===== src/rtl/fwd_hazard_ctrl.sv =====
// fwd_hazard_ctrl: EX-stage operand-forwarding select scheduler and load-use
// stall generator. It keeps a shadow copy of the EX/MEM destination scoreboard
// and advances in lockstep with the ID/EX pipeline register.
module fwd_hazard_ctrl #(
   parameter int ADDR_W = 5,
   parameter int CNT_W  = 16
) (
   input  logic              clk_i,
   input  logic              rst_i,          // synchronous, active-low
   input  logic              id_valid_i,
   input  logic [ADDR_W-1:0] id_rs_i,
   input  logic [ADDR_W-1:0] id_rt_i,
   input  logic              id_uses_rs_i,
   input  logic              id_uses_rt_i,
   input  logic [ADDR_W-1:0] id_rd_i,
   input  logic              id_regwrite_i,
   input  logic              id_memread_i,
   input  logic              flush_i,
   input  logic              mem_stall_i,
   output logic [1:0]        fwdA_o,
   output logic [1:0]        fwdB_o,
   output logic              stall_o,
   output logic [CNT_W-1:0]  stall_cnt_o
);

   // Forwarding-mux select encoding; 2'b11 is never produced.
   typedef enum logic [1:0] {
      SEL_RF  = 2'b00,
      SEL_WB  = 2'b01,
      SEL_MEM = 2'b10
   } fwd_sel_e;

   // Shadow scoreboard of the instructions currently in EX and MEM.
   logic              ex_valid, ex_regwrite, ex_memread;
   logic [ADDR_W-1:0] ex_rd;
   logic              mem_valid, mem_regwrite;
   logic [ADDR_W-1:0] mem_rd;
   fwd_sel_e          fwd_a_q, fwd_b_q;
   logic [CNT_W-1:0]  cnt;

   logic              lu;
   logic              ex_prod, mem_prod;
   fwd_sel_e          fwd_a_d, fwd_b_d;

   // Load-use detection and stall; flush wins because the dependant is squashed anyway.
   always_comb begin
      // NOTE: every always_comb output gets a default first so no path can infer a latch.
      lu      = 1'b0;
      ex_prod = ex_valid & ex_regwrite & (ex_rd != '0);
      if (ex_prod && ex_memread && id_valid_i)
         lu = (id_uses_rs_i && (id_rs_i == ex_rd)) ||
              (id_uses_rt_i && (id_rt_i == ex_rd));
      stall_o = lu & ~flush_i;
   end

   // Next forwarding selects for the ID instruction; the youngest producer (EX) wins.
   always_comb begin
      fwd_a_d  = SEL_RF;
      fwd_b_d  = SEL_RF;
      mem_prod = mem_valid & mem_regwrite & (mem_rd != '0);
      if (id_uses_rs_i) begin
         if (ex_prod && (ex_rd == id_rs_i))
            fwd_a_d = SEL_MEM;
         else if (mem_prod && (mem_rd == id_rs_i))
            fwd_a_d = SEL_WB;
      end
      if (id_uses_rt_i) begin
         if (ex_prod && (ex_rd == id_rt_i))
            fwd_b_d = SEL_MEM;
         else if (mem_prod && (mem_rd == id_rt_i))
            fwd_b_d = SEL_WB;
      end
   end

   // Pipeline advance: reset overrides freeze; freeze holds every register, flush included.
   always_ff @(posedge clk_i) begin
      // NOTE: sequential state uses non-blocking assignments so all registers update together.
      if (!rst_i) begin
         // NOTE: payload fields are reset too; it is a handful of flops, not a memory array.
         ex_valid     <= 1'b0;
         ex_regwrite  <= 1'b0;
         ex_memread   <= 1'b0;
         ex_rd        <= '0;
         mem_valid    <= 1'b0;
         mem_regwrite <= 1'b0;
         mem_rd       <= '0;
         fwd_a_q      <= SEL_RF;
         fwd_b_q      <= SEL_RF;
         cnt          <= '0;
      end else if (!mem_stall_i) begin
         mem_valid    <= ex_valid;
         mem_regwrite <= ex_regwrite;
         mem_rd       <= ex_rd;
         if (stall_o || flush_i) begin
            // Bubble: only the valid bit matters, payload is don't-care.
            ex_valid <= 1'b0;
            fwd_a_q  <= SEL_RF;
            fwd_b_q  <= SEL_RF;
         end else begin
            ex_valid    <= id_valid_i;
            ex_regwrite <= id_regwrite_i;
            ex_memread  <= id_memread_i;
            ex_rd       <= id_rd_i;
            fwd_a_q     <= fwd_a_d;
            fwd_b_q     <= fwd_b_d;
         end
         if (stall_o && (cnt != {CNT_W{1'b1}}))
            cnt <= cnt + CNT_W'(1);
      end
   end

   assign fwdA_o      = fwd_a_q;
   assign fwdB_o      = fwd_b_q;
   assign stall_cnt_o = cnt;

endmodule


===== config.mk =====
export PLATFORM = sky130hd
export DESIGN_NAME = fwd_hazard_ctrl
export DESIGN_NICKNAME = d
export VERILOG_FILES = /design/src/rtl/fwd_hazard_ctrl.sv
export SDC_FILE = /design/constraint.sdc
export NUM_CORES = 1
export LEC_CHECK = 0
export CORE_ASPECT_RATIO = 2
export CORE_UTILIZATION = 35
export CTS_CLUSTER_SIZE = 10
export DETAILED_ROUTE_END_ITERATION = 8
export HOLD_SLACK_MARGIN = 0.1
export PLACE_DENSITY = 0.66
export SYNTH_ARGS = -nofsm -noshare
export SYNTH_HDL_FRONTEND = slang
export SYNTH_SLANG_ARGS = --single-unit

===== constraint.sdc =====
create_clock -name clk_i -period 4.43 [get_ports clk_i]
set_input_delay 0.6645 -clock clk_i [delete_from_list [all_inputs] [get_ports clk_i]]
set_output_delay 0.6645 -clock clk_i [all_outputs]
set_load 0.01 [all_outputs]

## Word level (Yosys, flattened, before mapping)

Cells that the tools add are included.

| cells by class | value |
|---|---|
| add/subtract/negate cells | 1 |
| eq/ne operators | 7 |
| mux-type cells | 10 |
| bitwise logic cells | 8 |
| reductions and logical operators | 15 |

Operator list:

| operator | count |
|---|---|
| == test 5 bit | 6 |
| adder 16 x 1 -> 16 bit (second input constant) | 1 |
| inequality test 16 bit (second input constant) | 1 |
| two-way mux 2 bit | 6 |
| nonzero test 5 bit | 2 |
| logical AND 1 bit | 9 |
| bitwise AND 1 bit | 5 |
| two-way mux 1 bit | 4 |
| AND reduction 2 bit | 2 |
| inverter 1 bit | 3 |
| logical OR 1 bit | 2 |

| word-level totals | value |
|---|---|
| register bits | 35 |
| input bits | 24 |
| word-level logic and storage cells | 51 |

## Longest topological paths before layout

| logic depth | value |
|---|---|
| depth in word-level cells | 9 |
| mapped depth | 9 |

## Worst setup path after synthesis

No wires, ideal clock.

| path | value |
|---|---|
| path kind | in2out |
| start | input port id_rs_i[4] |
| end | output port stall_o |
| data arrival time | 1,538 ps |
| required time | 3,766 ps |
| path slack | 2,228 ps |
| cell stages on the path | 5 |
| path buffers | 0 |
| cell sequence | xnor2_1 > nand3_1 > o22ai_4 > nand2_2 > nor2_1 |

| between the ends | value |
|---|---|
| cells in the longest elaborated chain, start to end | 5 |

Ends and longest elaborated chain:

| element | line | source |
|---|---|---|
| start: declaration | 11 | `input logic [ADDR_W-1:0] id_rs_i,` |
| == test 5 bit | 51 | `lu = (id_uses_rs_i && (id_rs_i == ex_rd)) \|\|` |
| logical AND 1 bit | 51 |  |
| logical OR 1 bit | 51 |  |
| two-way mux 1 bit | 50 | `if (ex_prod && ex_memread && id_valid_i)` |
| bitwise AND 1 bit | 53 | `stall_o = lu & ~flush_i;` |
| end: declaration | 22 | `output logic stall_o,` |

No other way between the ends.

## Final worst setup path

| path | value |
|---|---|
| start | input port id_rs_i[2] |
| end | output port stall_o |

The elaborated chain is that of the path after synthesis.

==> insert_results.sql <==
INSERT INTO impl_metrics (metric_group, metric, value, unit) VALUES
('clock_tree', 'cts.htree.levels', '2', ''),
('drt', 'dr.first_iter.drc_count', '41', ''),
('floorplanning', 'io-pin-count', '45', ''),
('clock_tree', 'postCtsResizedCells', '0', ''),
('final_layout', 'final_nets', '274', ''),
('clock_tree', 'clock_tree.root_cell', 'clkbuf_8', ''),
('global_route', 'globalRouteMet2Util', '31.8', '%'),
('clock_tree', 'clkLatencyLatePin', '0.29', 'ns'),
('timing', 'min_period_over_period', '75.2', '%'),
('placed_design', 'port-buffer-count', '44', ''),
('floorplanning', 'dieArea', '5500', 'um2'),
('power_and_ir_drop', 'post-layout-total-power', '0.618', 'mW'),
('timing', 'timing.final.setup_violations', '0', ''),
('timing', 'worst_pin_slew', '0.784', 'ns'),
('final_layout', 'area_growth_syn_to_layout', '29.9', '%'),
('synthesis', 'yosys-top-cells-area', 'dfxtp_1, xnor2_1, xor2_1', ''),
('synthesis', 'ys_warn_count', '0', ''),
('worst_setup_path', 'timing.critical_path.from_type', 'primary input', ''),
('job', 'max_cap_viol', '0', ''),
('synthesis', 'synth_enable_flop_cells', '0', ''),
('drt', 'drcViolationCount', '0', ''),
('drt', 'detailedRoute.firstPassIterationCount', '4', ''),
('clock_tree', 'cts_setup_buffers', '0', ''),
('global_route', 'grtUsageMet1', '19.3', '%'),
('clock_tree', 'cts_num_sinks', '35', ''),
('global_route', 'grt_pass1_vias', '1583', ''),
('synthesis', 'synth-seq-area-share', '38.6', '%'),
('synthesis', 'yosys.area.top_type', 'dfxtp_1', ''),
('placed_design', 'routability_congestion', '0.883', ''),
('final_layout', 'final_cell_mix', 'clkdlybuf4s50_1, dfxtp_1, nor2_1', ''),
('placed_design', 'hpwl', '3370', 'um'),
('power_and_ir_drop', 'vdd_ir_drop_max', '0.000215', 'V'),
('clock_tree', 'cts_buffer_depth', '2', ''),
('timing', 'max-slew-margin-rel', '47.6', '%'),
('worst_hold_path', 'min_path_type', 'flop to flop', ''),
('timing', 'timing.final.crit_period', '3.33', 'ns'),
('synthesis', 'post_synth.cell_area_avg', '8.77', 'um2'),
('global_route', 'globalRouteMet3Util', '3.51', '%'),
('worst_setup_path', 'worst_ep_required_time', '3.77', 'ns'),
('worst_setup_path', 'critPathCaptureType', 'primary output', ''),
('synthesis', 'ys_flop_type', 'dfxtp_1', ''),
('clock_tree', 'post_cts_hold_buffer_count', '0', ''),
('timing', 'max_clock_freq', '300', 'MHz'),
('synthesis', 'synth_top_area_share', '38.6', '%'),
('global_route', 'global_route.overflow_total', '0', ''),
('timing', 'fin_worst_skew', '0.00536', 'ns'),
('global_route', 'grt_antenna_before_repair', '0', ''),
('worst_setup_path', 'timing_worst_setup_path_type', 'primary input to primary output', ''),
('floorplanning', 'start_util', '37.0', '%'),
('global_route', 'grt_busiest_layer', 'met2', ''),
('synthesis', 'post_synth_instance_area', '1820', 'um2'),
('drt', 'vias_per_cell', '5.59', ''),
('worst_setup_path', 'crit_arrival', '2.67', 'ns'),
('placed_design', 'placedInstanceArea', '2270', 'um2'),
('power_and_ir_drop', 'cellLeakagePower', '0.818', 'nW'),
('status', 'run_status', 'complete, no violations', ''),
('global_route', 'track_usage', '18.6', '%'),
('drt', 'wirelength', '4480', 'um'),
('final_layout', 'diodes', '0', ''),
('drt', 'routed-via-count', '1716', ''),
('power_and_ir_drop', 'cellPowerDensity', '262', 'nW/um2'),
('timing', 'rsz0062_at_grt', 'no', ''),
('floorplanning', 'height_of_the_die', '104', 'um'),
('final_layout', 'layout-drive-gt1-share', '6.40', '%'),
('floorplanning', 'core-area', '4910', 'um2'),
('synthesis', 'synth_async_sr_flop_share', '0', '%'),
('timing', 'timing.final.hold_violations', '0', ''),
('timing', 'setup_total_negative_slack', '0', 'ns'),
('timing', 'drv_slew', '0', ''),
('clock_tree', 'cts_inserted_buffers', '5', ''),
('synthesis', 'synth_seq_cells', '35', '');
## Yosys cell counts, types with 2 or more instances
| library cell | n |
|---|---|
| dfxtp_1 | 35 |
| nor2_1 | 19 |
| nand2_1 | 18 |
| nand3_1 | 18 |
| xnor2_1 | 13 |
| xor2_1 | 12 |
| a21oi_1 | 11 |
| or4_1 | 11 |
| mux2i_1 | 9 |
| nand4_1 | 9 |
| o31ai_1 | 9 |
| o21ai_0 | 8 |
| clkbuf_1 | 5 |
| inv_1 | 3 |
| a32o_1 | 2 |
| buf_6 | 2 |
| nor3_1 | 2 |
| nor4_1 | 2 |
## cells by family after synthesis
family / count (synthesis) / share of synthesized area, %
flops: 35 / 38.6
mux: 9 / 4.96
compound gates: 38 / 15.2
xor+xnor: 25 / 12.1
buf+inv: 12 / 3.51
simple gates: 87 / 25.0
fa+ha+maj: 1 / 0.689
## layout make-up
class | instances | area [um2] | share of cell area [%]
clock inverter | 3 | 15.0 | 0.637
sequential | 35 | 701 | 29.7
timing repair buffer | 44 | 440 | 18.7
clock buffer | 5 | 68.8 | 2.92
multi-input combinational | 160 | 1050 | 44.6
inverter | 3 | 11.3 | 0.477
tap | 57 | 71.3 | 3.02
## final timing paths
kind                            startpoint        end  slack [ns]  depth (start not counted)
worst max-delay path            id_rs_i[2]    stall_o        1.10                          7
worst min-delay path             fwdA_o[1]  fwdA_o[1]        0.47                          2
worst max register to register    ex_rd[4]  fwdA_o[1]        2.23                          5
worst min register to register   fwdA_o[1]  fwdA_o[1]        0.47                          2
## flip-flops by register name (all words and copies together) (netlist names)
register and cells:
ex_memread 1, mem_valid 1, ex_valid 1, mem_regwrite 1
fwdB_o 2, stall_cnt_o 16, fwdA_o 2, ex_regwrite 1
mem_rd 5, ex_rd 5
## power breakdown
| part | total, mW | switching (mW) | internal, mW | leakage (nW) |
|---|---|---|---|---|
| Sequential | 0.327 | 0.00699 | 0.320 | 0.283 |
| Combinational | 0.0668 | 0.0319 | 0.0348 | 0.487 |
| Clock | 0.225 | 0.117 | 0.108 | 0.0477 |
## worst max-delay path, cell delays in order
cell             delay [ns]
clkdlybuf4s50_1        0.45
xnor2_1                0.27
nand3_1                0.17
o22ai_4                0.30
nand2_2                0.14
nor2_1                 0.11
clkdlybuf4s50_1        0.56
## metrics by stage
step / hold slack [ns] / utilization (%) / worst slack (ns) / cells
6_report: 0.471 / 48.0 / 1.10 / 307
5_1_grt: 0.512 / 48.0 / 0.942 / 307
4_1_cts: 0.478 / 48.0 / 1.09 / 307
3_5_place_dp: 0.468 / 46.3 / 1.09 / 299
3_3_place_gp: 0.463 / 46.3 / 1.07 / 299
2_1_floorplan: 0.463 / - / 2.23 / 207
## layer usage
layer | wire (um) | share of wire (%)
met5 | 0 | 0
met3 | 172 | 3.8
met4 | 213 | 4.8
met2 | 2460 | 55
met1 | 1640 | 37
No activity file was read; power rests on OpenSTA's default activity.
